### config.mk
export PLATFORM = sky130hd
export DESIGN_NAME = match_comparator
export DESIGN_NICKNAME = d
export VERILOG_FILES = /design/src/rtl/match_comparator.sv
export SDC_FILE = /design/constraint.sdc
export NUM_CORES = 1
export LEC_CHECK = 0
export CORE_MARGIN = 1
export CORE_UTILIZATION = 36
export DETAILED_ROUTE_END_ITERATION = 10
export HOLD_SLACK_MARGIN = 0.02
export PLACE_DENSITY = 0.71
export SYNTH_ARGS = -nofsm -noshare
export SYNTH_HDL_FRONTEND = slang
export SYNTH_SLANG_ARGS = --single-unit
### constraint.sdc
create_clock -name clk -period 1.9 [get_ports clk]
set_input_delay 0.285 -clock clk [delete_from_list [all_inputs] [get_ports clk]]
set_output_delay 0.285 -clock clk [all_outputs]
set_load 0.05 [all_outputs]
### src/rtl/match_comparator.sv
// match_comparator: tracks the minimum SAD score and its raster (x, y) position over a search window.
// Define MATCH_COMPARATOR_SECOND_BEST_EN to add second_sad tracking and an ambiguity margin on match.
module match_comparator #(
   parameter int          COLS   = 64,
   parameter int          ROWS   = 48,
   parameter int          COL_W  = 8,
   parameter int          ROW_W  = 8,
   parameter logic [11:0] THRESH = 12'd400
) (
   input  logic             clk,
   input  logic             rst,
   input  logic             start,
   input  logic             ena,
   input  logic [11:0]      d_in,
   output logic             busy,
   output logic             done,
   output logic [11:0]      best_sad,
   output logic [COL_W-1:0] best_x,
   output logic [ROW_W-1:0] best_y,
   output logic             match
`ifdef MATCH_COMPARATOR_SECOND_BEST_EN
   ,
   output logic [11:0]      second_sad
`endif
);

   localparam logic [COL_W-1:0] X_LAST = COL_W'(COLS - 1);
   localparam logic [ROW_W-1:0] Y_LAST = ROW_W'(ROWS - 1);

   typedef enum logic [1:0] {IDLE, SCAN, FLUSH, DONE} state_t;

   state_t           state;
   state_t           state_nxt;
   logic [COL_W-1:0] x_cnt;
   logic [ROW_W-1:0] y_cnt;
   logic             s1_valid;
   logic [11:0]      s1_sad;
   logic [COL_W-1:0] s1_x;
   logic [ROW_W-1:0] s1_y;
   logic             accept;
   logic             last_sample;
   logic             s2_load;
   logic [11:0]      best_sad_nxt;
   logic             match_nxt;

   // start has priority over ena, so a sample presented alongside start is dropped
   assign accept       = (state == SCAN) && ena && !start;
   assign last_sample  = accept && (x_cnt == X_LAST) && (y_cnt == Y_LAST);
   assign s2_load      = s1_valid && (s1_sad < best_sad);
   assign best_sad_nxt = s2_load ? s1_sad : best_sad;
   assign busy         = (state == SCAN);

   always_ff @(posedge clk) begin
      if (rst) begin
         state <= IDLE;
      end else begin
         state <= state_nxt;
      end
   end

   always_comb begin
      state_nxt = state;
      if (start) begin
         state_nxt = SCAN;
      end else begin
         case (state)
            SCAN:    if (last_sample) state_nxt = FLUSH;
            FLUSH:   state_nxt = DONE;
            default: state_nxt = state;
         endcase
      end
   end

   // Stage 1: capture the score together with its raster position
   always_ff @(posedge clk) begin
      if (rst || start) begin
         x_cnt    <= '0;
         y_cnt    <= '0;
         s1_valid <= 1'b0;
         s1_sad   <= '0;
         s1_x     <= '0;
         s1_y     <= '0;
      end else begin
         s1_valid <= accept;
         if (accept) begin
            s1_sad <= d_in;
            s1_x   <= x_cnt;
            s1_y   <= y_cnt;
            if (x_cnt == X_LAST) begin
               x_cnt <= '0;
               y_cnt <= (y_cnt == Y_LAST) ? '0 : y_cnt + ROW_W'(1);
            end else begin
               x_cnt <= x_cnt + COL_W'(1);
            end
         end
      end
   end

`ifdef MATCH_COMPARATOR_SECOND_BEST_EN
   localparam logic [11:0] MARGIN = 12'd16;

   logic [11:0] second_nxt;

   // A displaced best becomes the runner-up; otherwise a lower score replaces it
   always_comb begin
      second_nxt = second_sad;
      if (s2_load) begin
         second_nxt = best_sad;
      end else if (s1_valid && (s1_sad < second_sad)) begin
         second_nxt = s1_sad;
      end
   end

   assign match_nxt = (best_sad_nxt <= THRESH) && ((second_nxt - best_sad_nxt) >= MARGIN);

   always_ff @(posedge clk) begin
      if (rst || start) begin
         second_sad <= 12'hFFF;
      end else begin
         second_sad <= second_nxt;
      end
   end
`else
   assign match_nxt = (best_sad_nxt <= THRESH);
`endif

   // Stage 2: strict less-than keeps the earliest raster position on ties;
   // match is judged from the post-update values as the last sample lands
   always_ff @(posedge clk) begin
      if (rst || start) begin
         best_sad <= 12'hFFF;
         best_x   <= '0;
         best_y   <= '0;
         match    <= 1'b0;
         done     <= 1'b0;
      end else begin
         done <= (state == FLUSH);
         if (s2_load) begin
            best_sad <= s1_sad;
            best_x   <= s1_x;
            best_y   <= s1_y;
         end
         if (state == FLUSH) begin
            match <= match_nxt;
         end
      end
   end

endmodule

Yosys cells after proc, flatten, opt, wreduce, memory -nomap -nowiden
Cells that the tools add are included.
{ "word_totals": {"latch_bits": 0, "mem_bits_rw": 0, "in_bits": 16, "mem_count": 0, "reg_bits": 77, "rom_bits": 0} }
{ "classes": {"muxes": 6, "div_mod_pow": 0, "shift": 0, "n_bitwise": 0, "order_cmp": 2, "mul": 0, "n_reduce_logical": 13, "add_sub_neg": 2, "n_eq_ne": 6} }
{ "op_table": {"columns": ["operator", "n"], "rows": [
  ["$add A8 B1 Y8 const B", 2],
  ["$eq A8 B6 Y1 const B", 2],
  ["$mux W8", 2],
  ["$le A12 B9 Y1 const B", 1],
  ["$lt A12 B12 Y1", 1],
  ["$mux W12", 1],
  ["$reduce_and A2 Y1", 3],
  ["$logic_and A1 B1 Y1", 5],
  ["$pmux W2 S2", 1],
  ["$ne A3 B2 Y1 const B", 1],
  ["$reduce_bool A3 Y1", 1],
  ["$eq A2 B1 Y1 const B", 1],
  ["$eq A2 B2 Y1 const B", 1],
  ["$mux W2", 1],
  ["$ne A2 B1 Y1 const B", 1],
  ["$reduce_bool A2 Y1", 1],
  ["$reduce_or A2 Y1", 1],
  ["$logic_not A1 Y1", 1],
  ["$logic_or A1 B1 Y1", 1],
  ["$mux W1", 1]
]} }

Longest topological paths before layout
{ "depth": {"word_depth": 8, "depth_mapped": 10} }

Worst setup path after synthesis
OpenSTA, ideal clock, no wires.
{ "synth_path": {"path_type": "reg2reg", "start": "register best_sad[5]", "end": "register best_sad[10]", "t_arrival_ps": 2222, "setup_ps": 134, "path_buffers": 2, "path_slack_ps": -456, "synth_period_minus_slack_ps": 2356, "t_required_ps": 1766, "stages_incl_launch_ff": 10, "cell_sequence": "dfxtp_1 inv_1 ha_1 nand2_1 nor3_1 a21oi_1 o21ai_1 clkbuf_1 clkbuf_1 a31oi_1"} }
{ "synth_between": {"elab_chain_cells": 3} }
{ "synth_rtl": {"columns": ["element", "line_no", "source"], "rows": [
  ["start, declared", "17", "output logic [11:0] best_sad,"],
  ["start signal, assigned", "139", "best_sad <= s1_sad;"],
  ["$lt A12 B12 Y1", "49", "assign s2_load = s1_valid && (s1_sad < best_sad);"],
  ["$logic_and A1 B1 Y1", "49", null],
  ["$mux W12", null, null]
]} }
Every way passes these cells.
A chain may end at the register's enable or synchronous reset.

Worst setup path after layout
{ "layout_path": {"start": "register best_sad[0]", "end": "output best_sad[0]"} }
No word-level cell between the ends.

==> reports/metrics.yaml <==
port_buffers: 46
crit_path_end_kind: "output port"
ys.flop_type: "dfxtp_1"
antenna_found_initial: 0
routed_via_density: 5.071
slew_headroom: 0.5938
fin_area_um2: 4322
leakage_nw: 1.598
start_util: 0.3792
worstPathArrival_ns: 1.56
period_share: 0.9706
max_freq_mhz: 542.3
final_cell_mix: "nand2_1 (91), dfxtp_1 (66), clkdlybuf4s50_1 (43)"
status: "finished, final reports clean"
worstPathMaxFanout: 4
worst_pin_slew_ns: 0.6093
setup_viol_count_final: 0
dr_total_vias: 2850
place.gp.congestion: 0.7961
die_w_um: 95.96
final_common_cell: "nand2_1"
ff_latch_area_um2: 1580
ys_types: 39
antenna_left: 0
clk_path_buf_depth: 2
rows: 33
grt_use_met2: 0.2577
path_buf_inv: 1
critPathLaunchType: "flop"
route.detailed.drc: 0
met3_usage: 0.03081
grt_max_degree: 55
clk_latency_ns: 0.35
root_buffer: "clkbuf_8"
diodes: 0
drive_above_1_share: 0.1816
nets: 481
holdBufCountCts: 0
syn_nets: 418
drt_iter0_markers: 201
power_density_nw_per_um2: 728.2
peakVddDrop_v: 0.0004288
maxCapViolCount: 0
holdCritPathClass: "in -> reg"
seq_area_frac_synth: 0.4850
synth-edff-count: 0
async_flop_share: 0
finalWirelength_um: 7286
grt-ovfl-total: 0
critical-path-slowest-cell: "clkdlybuf4s50_1"
numCtsBuffers: 9
clk_pin_slew_ns: 0.08
instances_no_fill: 562
multiInputGateArea_um2: 1618
area_growth_pct: 35.98
hold_violations: 0
dp.cells: 544
worstPathCellList: "clkdlybuf4s50_1"
grt_pass1_vias: 2626
fillers: 770
cts_max_level: 3
gr-usage-all-layers: 0.1736
dr.pass1.iters: 4
finalClockSkew_ns: 0.006801
die-area_um2: 9207
clkSinkCount: 77
avgSynthCellArea_um2: 8.170
slowest_delay_ns: 0.83
slew_viol_final: 0
grt_first_pass_wirelength_um: 12220
boundaryPins: 47
placed_cell_area_um2: 3984
cts_tree: "yes"
synth_warnings: 0
avgRoutedWirePerCell_um: 12.96
ys_ff_latch: 77
netlist_area_um2: 3178
period_needed_ns: 1.844
grt.busiest_layer: "met2"
grt_util_met1: 0.2415
syn_inst: 389
criticalPathCategory: "reg -> out"
die_y_um: 95.96
worstPathRequired_ns: 1.62
fp.coreArea_um2: 8382
crit_family: "buffers and inverters"
place_hpwl_um: 5260
[metrics by stage]
| step | utilization | setup TNS, ns | setup slack (ns) | hold WS (ns) | power (mW) |
|---|---|---|---|---|---|
| after detailed placement | 0.4753 | -3.797 | -0.3642 | 0.4475 | 1.818 |
| after global placement | 0.4753 | -2.728 | -0.3055 | 0.4454 | 1.814 |
| after CTS | 0.5022 | 0 | 0.005874 | 0.4593 | 3.172 |
| after floorplan | - | 0 | 0.003899 | 0.3541 | 1.737 |
| final | 0.5156 | 0 | 0.05595 | 0.3893 | 3.147 |
| after global routing | 0.5156 | -0.04750 | -0.01890 | 0.4070 | 3.257 |
[flip-flops by register name, summed over array words and instances (netlist names)]
signal	count
s1_sad	12
state	2
best_y	8
y_cnt	8
match	1
s1_x	8
s1_y	8
done	1
best_sad	12
best_x	8
s1_valid	1
x_cnt	8
[where the power goes]
group	internal (mW)	leakage, nW	switching, mW
Clock	0.745	0.110	0.617
Sequential	1.61	0.620	0.00756
Combinational	0.0716	0.868	0.0989
Total	2.42	1.60	0.723
[worst paths after layout]
kind	start	end	slack, ns	cells after the start
max	best_sad[0]	best_sad[0]	0.06	1
min	start	state[0]	0.39	3
max reg2reg	best_sad[10]	best_sad[0]	0.11	10
min reg2reg	s1_x[2]	s1_x[2]	0.46	2
[synth_stat cells, types with 3 or more instances]
master / number / area, µm²
nand2_1: 91 / 341.6
dfxtp_1: 77 / 1541
a21oi_1: 42 / 210.2
o21ai_0: 22 / 110.1
nand3_1: 21 / 105.1
clkbuf_1: 20 / 75.07
nor3_1: 16 / 80.08
inv_1: 14 / 52.55
nor2_1: 14 / 52.55
ha_1: 13 / 162.7
a31oi_1: 11 / 68.82
xor2_1: 8 / 70.07
nand4_1: 7 / 43.79
nor2b_1: 3 / 18.77
or3_1: 3 / 18.77
[cell type report]
class | count | area share
well taps | 105 | 0.03040
clock inverters | 7 | 0.02258
inverters | 14 | 0.01216
clock buffers | 9 | 0.02866
repair buffers | 75 | 0.1662
multi-input cells | 275 | 0.3743
flip-flops and latches | 77 | 0.3657
[per-layer routing]
layer / share of wire / up-vias
li1: - / 1468
met3: 0.046 / 13
met1: 0.49 / 1307
met4: 0.020 / 0
met2: 0.44 / 62
met5: 0 / -
[repair_timing]
| action | 4_1_cts | 5_1_grt |
|---|---|---|
| setup buffers | 0 | 2 |
| pin swaps | 0 | 6 |
| resized for setup | 1 | 19 |
| endpoints found under the setup margin | 1 | 37 |
| endpoints found under the hold margin | 0 | 0 |
[logic make-up (layout without fill, tap and decap cells)]
family	count (synthesis)	after routing	share of synthesized area
compound gates	82	82	0.1409
flops	77	77	0.4850
buf+inv	37	105	0.04527
xor+xnor	10	10	0.02756
simple gates	170	170	0.2500
fa+ha+maj	13	13	0.05118
Power figures use the tool's default switching activity.
